===== config.mk =====
export PLATFORM = sky130hd
export DESIGN_NAME = pong_game_ctrl
export DESIGN_NICKNAME = d
export VERILOG_FILES = /design/src/rtl/pong_pkg.sv /design/src/rtl/pong_btn_sync.sv /design/src/rtl/pong_game_ctrl.sv
export SDC_FILE = /design/constraint.sdc
export NUM_CORES = 1
export LEC_CHECK = 0
export CORE_MARGIN = 8
export CORE_UTILIZATION = 48
export CTS_BUF_LIST = sky130_fd_sc_hd__clkbuf_4 sky130_fd_sc_hd__clkbuf_8
export CTS_CLUSTER_SIZE = 20
export DETAILED_ROUTE_END_ITERATION = 8
export PLACE_DENSITY_LB_ADDON = 0.2
export SLEW_MARGIN = 20
export SYNTH_ARGS = -nofsm -noshare
export SYNTH_HDL_FRONTEND = slang
export SYNTH_SLANG_ARGS = --single-unit

===== constraint.sdc =====
create_clock -name clk -period 1.9 [get_ports clk]
set_clock_uncertainty 0.05 [all_clocks]
set_input_delay 0.57 -clock clk [delete_from_list [all_inputs] [get_ports clk]]
set_output_delay 0.57 -clock clk [all_outputs]
set_load 0.03 [all_outputs]

===== src/rtl/pong_pkg.sv =====
// rtl/pong_pkg.sv - shared state codes, button indices and helpers for the Pong game controller
package pong_pkg;

  typedef enum logic [2:0] {
    ST_IDLE  = 3'd0,
    ST_SERVE = 3'd1,
    ST_PLAY  = 3'd2,
    ST_POINT = 3'd3,
    ST_OVER  = 3'd4
  } state_t;

  localparam int BTN_P1_UP = 0;
  localparam int BTN_P1_DN = 1;
  localparam int BTN_P2_UP = 2;
  localparam int BTN_P2_DN = 3;
  localparam int SCORE_W   = 4;

  // Opposing presses cancel so a paddle never receives {down, up} = 11.
  function automatic logic [1:0] pad_move(input logic up, input logic dn);
    return (up & dn) ? 2'b00 : {dn, up};
  endfunction

endpackage


===== src/rtl/pong_btn_sync.sv =====
// rtl/pong_btn_sync.sv - button synchronizer with frame-rate sampling and press-edge detect
module pong_btn_sync #(
  parameter int W = 4
) (
  input  logic         clk,
  input  logic         rst_n,
  input  logic         frame_tick,
  input  logic [W-1:0] btn,
  output logic [W-1:0] sample,
  output logic         press
);

  logic [W-1:0] sync1_q;
  logic [W-1:0] sync2_q;
  logic [W-1:0] btn_s_q;

  always_ff @(posedge clk) begin
    if (!rst_n) begin
      sync1_q <= '0;
      sync2_q <= '0;
      btn_s_q <= '0;
    end else begin
      sync1_q <= btn;
      sync2_q <= sync1_q;
      if (frame_tick) btn_s_q <= sync2_q;
    end
  end

  // sample is the value being latched this tick; press compares it to the previous tick's value.
  assign sample = sync2_q;
  assign press  = frame_tick & (|(sync2_q & ~btn_s_q));

endmodule


===== src/rtl/pong_game_ctrl.sv =====
// rtl/pong_game_ctrl.sv - Pong game FSM, scores and per-frame strobes; optional AI p2 paddle via PONG_AI_EN
module pong_game_ctrl
  import pong_pkg::*;
#(
  parameter int WIN_SCORE    = 7,
  parameter int SERVE_FRAMES = 60,
  parameter int POINT_FRAMES = 30,
  parameter int AI_DEADBAND  = 4
) (
  input  logic               clk,
  input  logic               rst_n,
  input  logic               frame_tick,
  input  logic [3:0]         btn,
  input  logic               miss_left,
  input  logic               miss_right,
  input  logic [9:0]         ball_y,
  input  logic [9:0]         pad2_y,
  output logic               ball_step,
  output logic               ball_center,
  output logic               serve_dir,
  output logic [1:0]         pad1_mv,
  output logic [1:0]         pad2_mv,
  output logic [SCORE_W-1:0] score1,
  output logic [SCORE_W-1:0] score2,
  output logic [2:0]         state
);

  localparam int CNT_MAX = (SERVE_FRAMES > POINT_FRAMES) ? SERVE_FRAMES : POINT_FRAMES;
  localparam int CNT_W   = (CNT_MAX > 1) ? $clog2(CNT_MAX) : 1;
  localparam logic [SCORE_W-1:0] WIN = SCORE_W'(WIN_SCORE);

  state_t             state_q, state_d;
  logic [SCORE_W-1:0] score1_q, score1_d, score2_q, score2_d;
  logic [CNT_W-1:0]   cnt_q, cnt_d;
  logic               dir_q, dir_d;
  logic               step_q, step_d, center_q, center_d;
  logic [1:0]         mv1_q, mv1_d, mv2_q, mv2_d;

  logic [3:0] sample;
  logic       press;
  logic [1:0] pad1_req;
  logic [1:0] pad2_req;

  pong_btn_sync #(.W(4)) u_btn_sync (
    .clk        (clk),
    .rst_n      (rst_n),
    .frame_tick (frame_tick),
    .btn        (btn),
    .sample     (sample),
    .press      (press)
  );

  assign pad1_req = pad_move(sample[BTN_P1_UP], sample[BTN_P1_DN]);

`ifdef PONG_AI_EN
  logic [10:0] ai_ball;
  logic [10:0] ai_pad;
  logic        unused_ai;
  assign ai_ball   = {1'b0, ball_y};
  assign ai_pad    = {1'b0, pad2_y};
  assign pad2_req  = {ai_ball > ai_pad + 11'(AI_DEADBAND), ai_ball + 11'(AI_DEADBAND) < ai_pad};
  assign unused_ai = ^sample[BTN_P2_DN:BTN_P2_UP];
`else
  logic unused_ai;
  assign pad2_req  = pad_move(sample[BTN_P2_UP], sample[BTN_P2_DN]);
  assign unused_ai = ^{ball_y, pad2_y};
`endif

  always_ff @(posedge clk) begin
    if (!rst_n) begin
      state_q  <= ST_IDLE;
      score1_q <= '0;
      score2_q <= '0;
      cnt_q    <= '0;
      dir_q    <= 1'b0;
      step_q   <= 1'b0;
      center_q <= 1'b0;
      mv1_q    <= 2'b00;
      mv2_q    <= 2'b00;
    end else begin
      state_q  <= state_d;
      score1_q <= score1_d;
      score2_q <= score2_d;
      cnt_q    <= cnt_d;
      dir_q    <= dir_d;
      step_q   <= step_d;
      center_q <= center_d;
      mv1_q    <= mv1_d;
      mv2_q    <= mv2_d;
    end
  end

  always_comb begin
    state_d  = state_q;
    score1_d = score1_q;
    score2_d = score2_q;
    cnt_d    = cnt_q;
    dir_d    = dir_q;
    step_d   = 1'b0;
    center_d = 1'b0;
    mv1_d    = 2'b00;
    mv2_d    = 2'b00;
    case (state_q)
      ST_IDLE, ST_OVER: begin
        if (press) begin
          score1_d = '0;
          score2_d = '0;
          dir_d    = 1'b0;
          center_d = 1'b1;
          cnt_d    = '0;
          state_d  = ST_SERVE;
        end
      end
      ST_SERVE: begin
        if (frame_tick) begin
          mv1_d = pad1_req;
          mv2_d = pad2_req;
          if (cnt_q == CNT_W'(SERVE_FRAMES - 1)) begin
            cnt_d   = '0;
            state_d = ST_PLAY;
          end else begin
            cnt_d = cnt_q + 1'b1;
          end
        end
      end
      ST_PLAY: begin
        // A miss pre-empts the frame strobes, and miss_left takes priority.
        if (miss_left) begin
          if (score2_q < WIN) score2_d = score2_q + 1'b1;
          dir_d   = 1'b0;
          cnt_d   = '0;
          state_d = ST_POINT;
        end else if (miss_right) begin
          if (score1_q < WIN) score1_d = score1_q + 1'b1;
          dir_d   = 1'b1;
          cnt_d   = '0;
          state_d = ST_POINT;
        end else if (frame_tick) begin
          step_d = 1'b1;
          mv1_d  = pad1_req;
          mv2_d  = pad2_req;
        end
      end
      ST_POINT: begin
        if (frame_tick) begin
          if (cnt_q == CNT_W'(POINT_FRAMES - 1)) begin
            cnt_d = '0;
            if (score1_q == WIN || score2_q == WIN) begin
              state_d = ST_OVER;
            end else begin
              center_d = 1'b1;
              state_d  = ST_SERVE;
            end
          end else begin
            cnt_d = cnt_q + 1'b1;
          end
        end
      end
      default: state_d = ST_IDLE;
    endcase
  end

  assign ball_step   = step_q;
  assign ball_center = center_q;
  assign serve_dir   = dir_q;
  assign pad1_mv     = mv1_q;
  assign pad2_mv     = mv2_q;
  assign score1      = score1_q;
  assign score2      = score2_q;
  assign state       = state_q;

endmodule


==> summary.txt <==
Status
  • Outcome: finished, final reports clean

Critical path
  • CP required: 1280 ps
  • Setup Crit Path Kind: flop to output port
  • Max incr delay on CP: about 420 ps
  • CP Max Fanout: 4
  • Worst path depth: 1
  • Crit path launch type: flop
  • Worst path bufs/invs: 1
  • Worst-path cell chain: dlygate4sd2_1
  • Crit path max-delay family: buffers and inverters
  • CP max-delay cell: dlygate4sd2_1
  • Worst Reg-to-Reg Cells: 8
  • WP data arrival: between 1000 and 1500 ps
  • Worst setup EP type: output port

Global route
  • Grt total ovfl: 0
  • Initial antenna violation count: 0
  • Global-route wire length before repair: 5.809 mm
  • GRT Overall Usage: between 10% and 20%
  • Largest net degree at the start of global routing: 19
  • Vias in the first global route: between 1000 and 1500

Clocking
  • Worst skew pair latency: 340 ps
  • H-Tree Depth: 2
  • Clock tree from TritonCTS: yes
  • Clock Path Buffers: 2
  • CTS root buf: clkbuf_4
  • Post-CTS Setup Bufs: 0
  • Total CTS buffers: 5
  • CTS clk-pin slew, worst paths: about 110 ps
  • Sink Count: 36

Synth
  • FF+latch count, synth: 36
  • Yosys top cell area share: 45.35%
  • Mapped Nets: approximately 210
  • Top-count cell post-synth: dfxtp_1
  • Ys Warns: 0
  • Sequential share of the synthesized area: 45.35%
  • Synthesized cell area: roughly 1600 sq um
  • Area leader, netlist: dfxtp_1
  • Syn Area/Cell: roughly 9.2 sq um
  • FFs w/ async S/R, synth: 0%
  • Synth top area cells: dfxtp_1 45%, a21oi_1 4.4%, nand2_1 4.0%
  • Top_reg_cell synth: dfxtp_1
  • Post-synth EDFFs: 0
  • Cells after Synth: approximately 170
  • Synth top cells by count: 36 x dfxtp_1, 17 x nand2_1, 14 x a21oi_1, 14 x nor2_1, 10 x nand3_1
  • Netlist cell types: 41

Detailed routing
  • Average via count per standard cell: roughly 5.3
  • Routed Antenna Nets: 0
  • DR WL/cell: between 10 and 15 microns
  • Final WL: approximately 3.4 mm
  • 1st-iter DRT viols: between 40 and 50
  • DRC Markers: 0
  • Drt pass-1 iters: 4
  • Vias post-DR: 1400

Timing
  • Slew Viols, Final: 0
  • Final hold violations: 0
  • Min Tclk post-route: approximately 1800 ps
  • FMAX: roughly 560 MHz
  • Setup-failing EPs final: 0
  • Final WS setup: around 110 ps
  • Actual slew at the worst max-slew pin: around 310 ps
  • Slew HR: roughly four fifths
  • Unrepaired setup endpoints after global routing: false
  • Period utilization: between 90% and 100%

Hold path
  • Hold depth: 1
  • Worst Hold Class: flop to flop

Power
  • Switch share: between 20% and 30%
  • Cell Int Power: roughly 1.1 mW
  • Logic pwr share: 10.9%
  • Power share of the clock group: a little under two fifths
  • Net switching power: ~0.34 mW
  • Sequential Power Share: between 50 and 60%
  • P_leak: 0.9021 nW
  • Pwr Density: slightly above 700 nW/um^2
  • Maximum vdd drop: 0.0003933 V
  • Overall Power: 1.480 mW

Floorplanning
  • Num rows: 21
  • IO Count: 47
  • Die height: roughly 74 microns
  • Die X: approximately 74 microns
  • Core area: ~3300 sq um
  • Die ar.: between 5000 and 6000 sq um
  • Initial Utilization: about half

Run
  • Max Cap Violations: 0

Place
  • IO Port Bufs: 26
  • Worst slack at placement: -221.7 ps
  • RePlAce Congestion: 0.8984
  • Post-DP HPWL: between 2 and 3 mm
  • DP Cell Count: about 260

Finish
  • Util after Layout: approximately 64%
  • Diodes inserted: 0
  • Layout Nets: 252
  • Share of cells above drive strength 1: a little over a fifth
  • Fin cells: roughly 270
  • Layout area overhead: 31.73%
  • Filler cells: around 310
## layer usage
metal	part of all wire, %	global-route usage [%]
met5	0	0
met4	2.0	7.539
met2	51	24.51
met1	41	13.83
met3	5.9	4.502
## flip-flops by register name, summed over array words and instances, names as in the netlist
register	flops
ball_center	1
ball_step	1
cnt_q	6
pad1_mv	2
pad2_mv	2
score1	4
score2	4
serve_dir	1
state	3
u_btn_sync.btn_s_q	4
u_btn_sync.sample	4
u_btn_sync.sync1_q	4
## through the flow
step	hold slack [ps]	cell area, sq um	TNS [ps]
after floorplan	361.9	1590	0
after global placement	367.3	2026	-2510
after detailed placement	375.9	2026	-2892
after CTS	410.2	2083	0
after global routing	420.5	2093	0
final	402.3	2093	0
## path summary, 6_finish.rpt
path,startpoint,slack (ps),end
hold reg to reg,u_btn_sync.sync1_q[3],400,u_btn_sync.sample[3]
hold / removal,u_btn_sync.sync1_q[3],400,u_btn_sync.sample[3]
setup / recovery,state[2],110,state[2]
setup reg to reg,cnt_q[1],140,state[1]
## cells in the final DEF (no fill, tap or decap), types with 3 or more instances in the layout
| master | netlist | final |
|---|---|---|
| o22ai_1 | 3 | 3 |
| nand2b_1 | 3 | 3 |
| o21ai_0 | 3 | 3 |
| nor3b_1 | 3 | 3 |
| mux2i_1 | 5 | 5 |
| a211oi_1 | 3 | 3 |
| nor2_1 | 14 | 14 |
| nand2_1 | 17 | 17 |
| or2b_2 | 3 | 3 |
| dlygate4sd2_1 | 0 | 18 |
| nand3_1 | 10 | 10 |
| dfxtp_1 | 36 | 33 |
| inv_1 | 8 | 8 |
| and2_1 | 9 | 9 |
| buf_4 | 1 | 20 |
| a21oi_1 | 14 | 14 |
| ha_1 | 4 | 4 |
| clkdlybuf4s50_1 | 0 | 8 |
| clkbuf_4 | 0 | 6 |
## kinds of logic after synthesis
family	Yosys count	share of synthesized area [%]
xor+xnor	1	0.5513
buf+inv	15	5.197
compound gates	35	15.28
fa+ha+maj	4	3.150
simple gates	76	27.32
mux	5	3.150
flops	36	45.35
## area by class of cell
| class | count | area [sq um] | area share [%] |
|---|---|---|---|
| clock inverter | 2 | 35.03 | 1.674 |
| clock buffer | 6 | 45.04 | 2.152 |
| multi-input combinational | 121 | 790.8 | 37.78 |
| timing repair buffer | 47 | 407.9 | 19.49 |
| sequential | 36 | 726.9 | 34.73 |
| tap | 46 | 57.56 | 2.750 |
| inverter | 8 | 30.03 | 1.435 |
## power by group through the flow
stage	combinational, mW	clock (mW)	sequential [mW]
after floorplan	0.0822	0	0.802
after global placement	0.159	0	0.793
after detailed placement	0.163	0	0.794
after CTS	0.160	0.565	0.777
after global routing	0.179	0.591	0.778
final	0.161	0.543	0.776
## timing repair
action | in CTS | in global routing
resized for setup | 18 | 5
hold buffers | 0 | 0
setup endpoints to repair | 18 | 8
cloned | 0 | 0
Power figures use the tool's default switching activity.
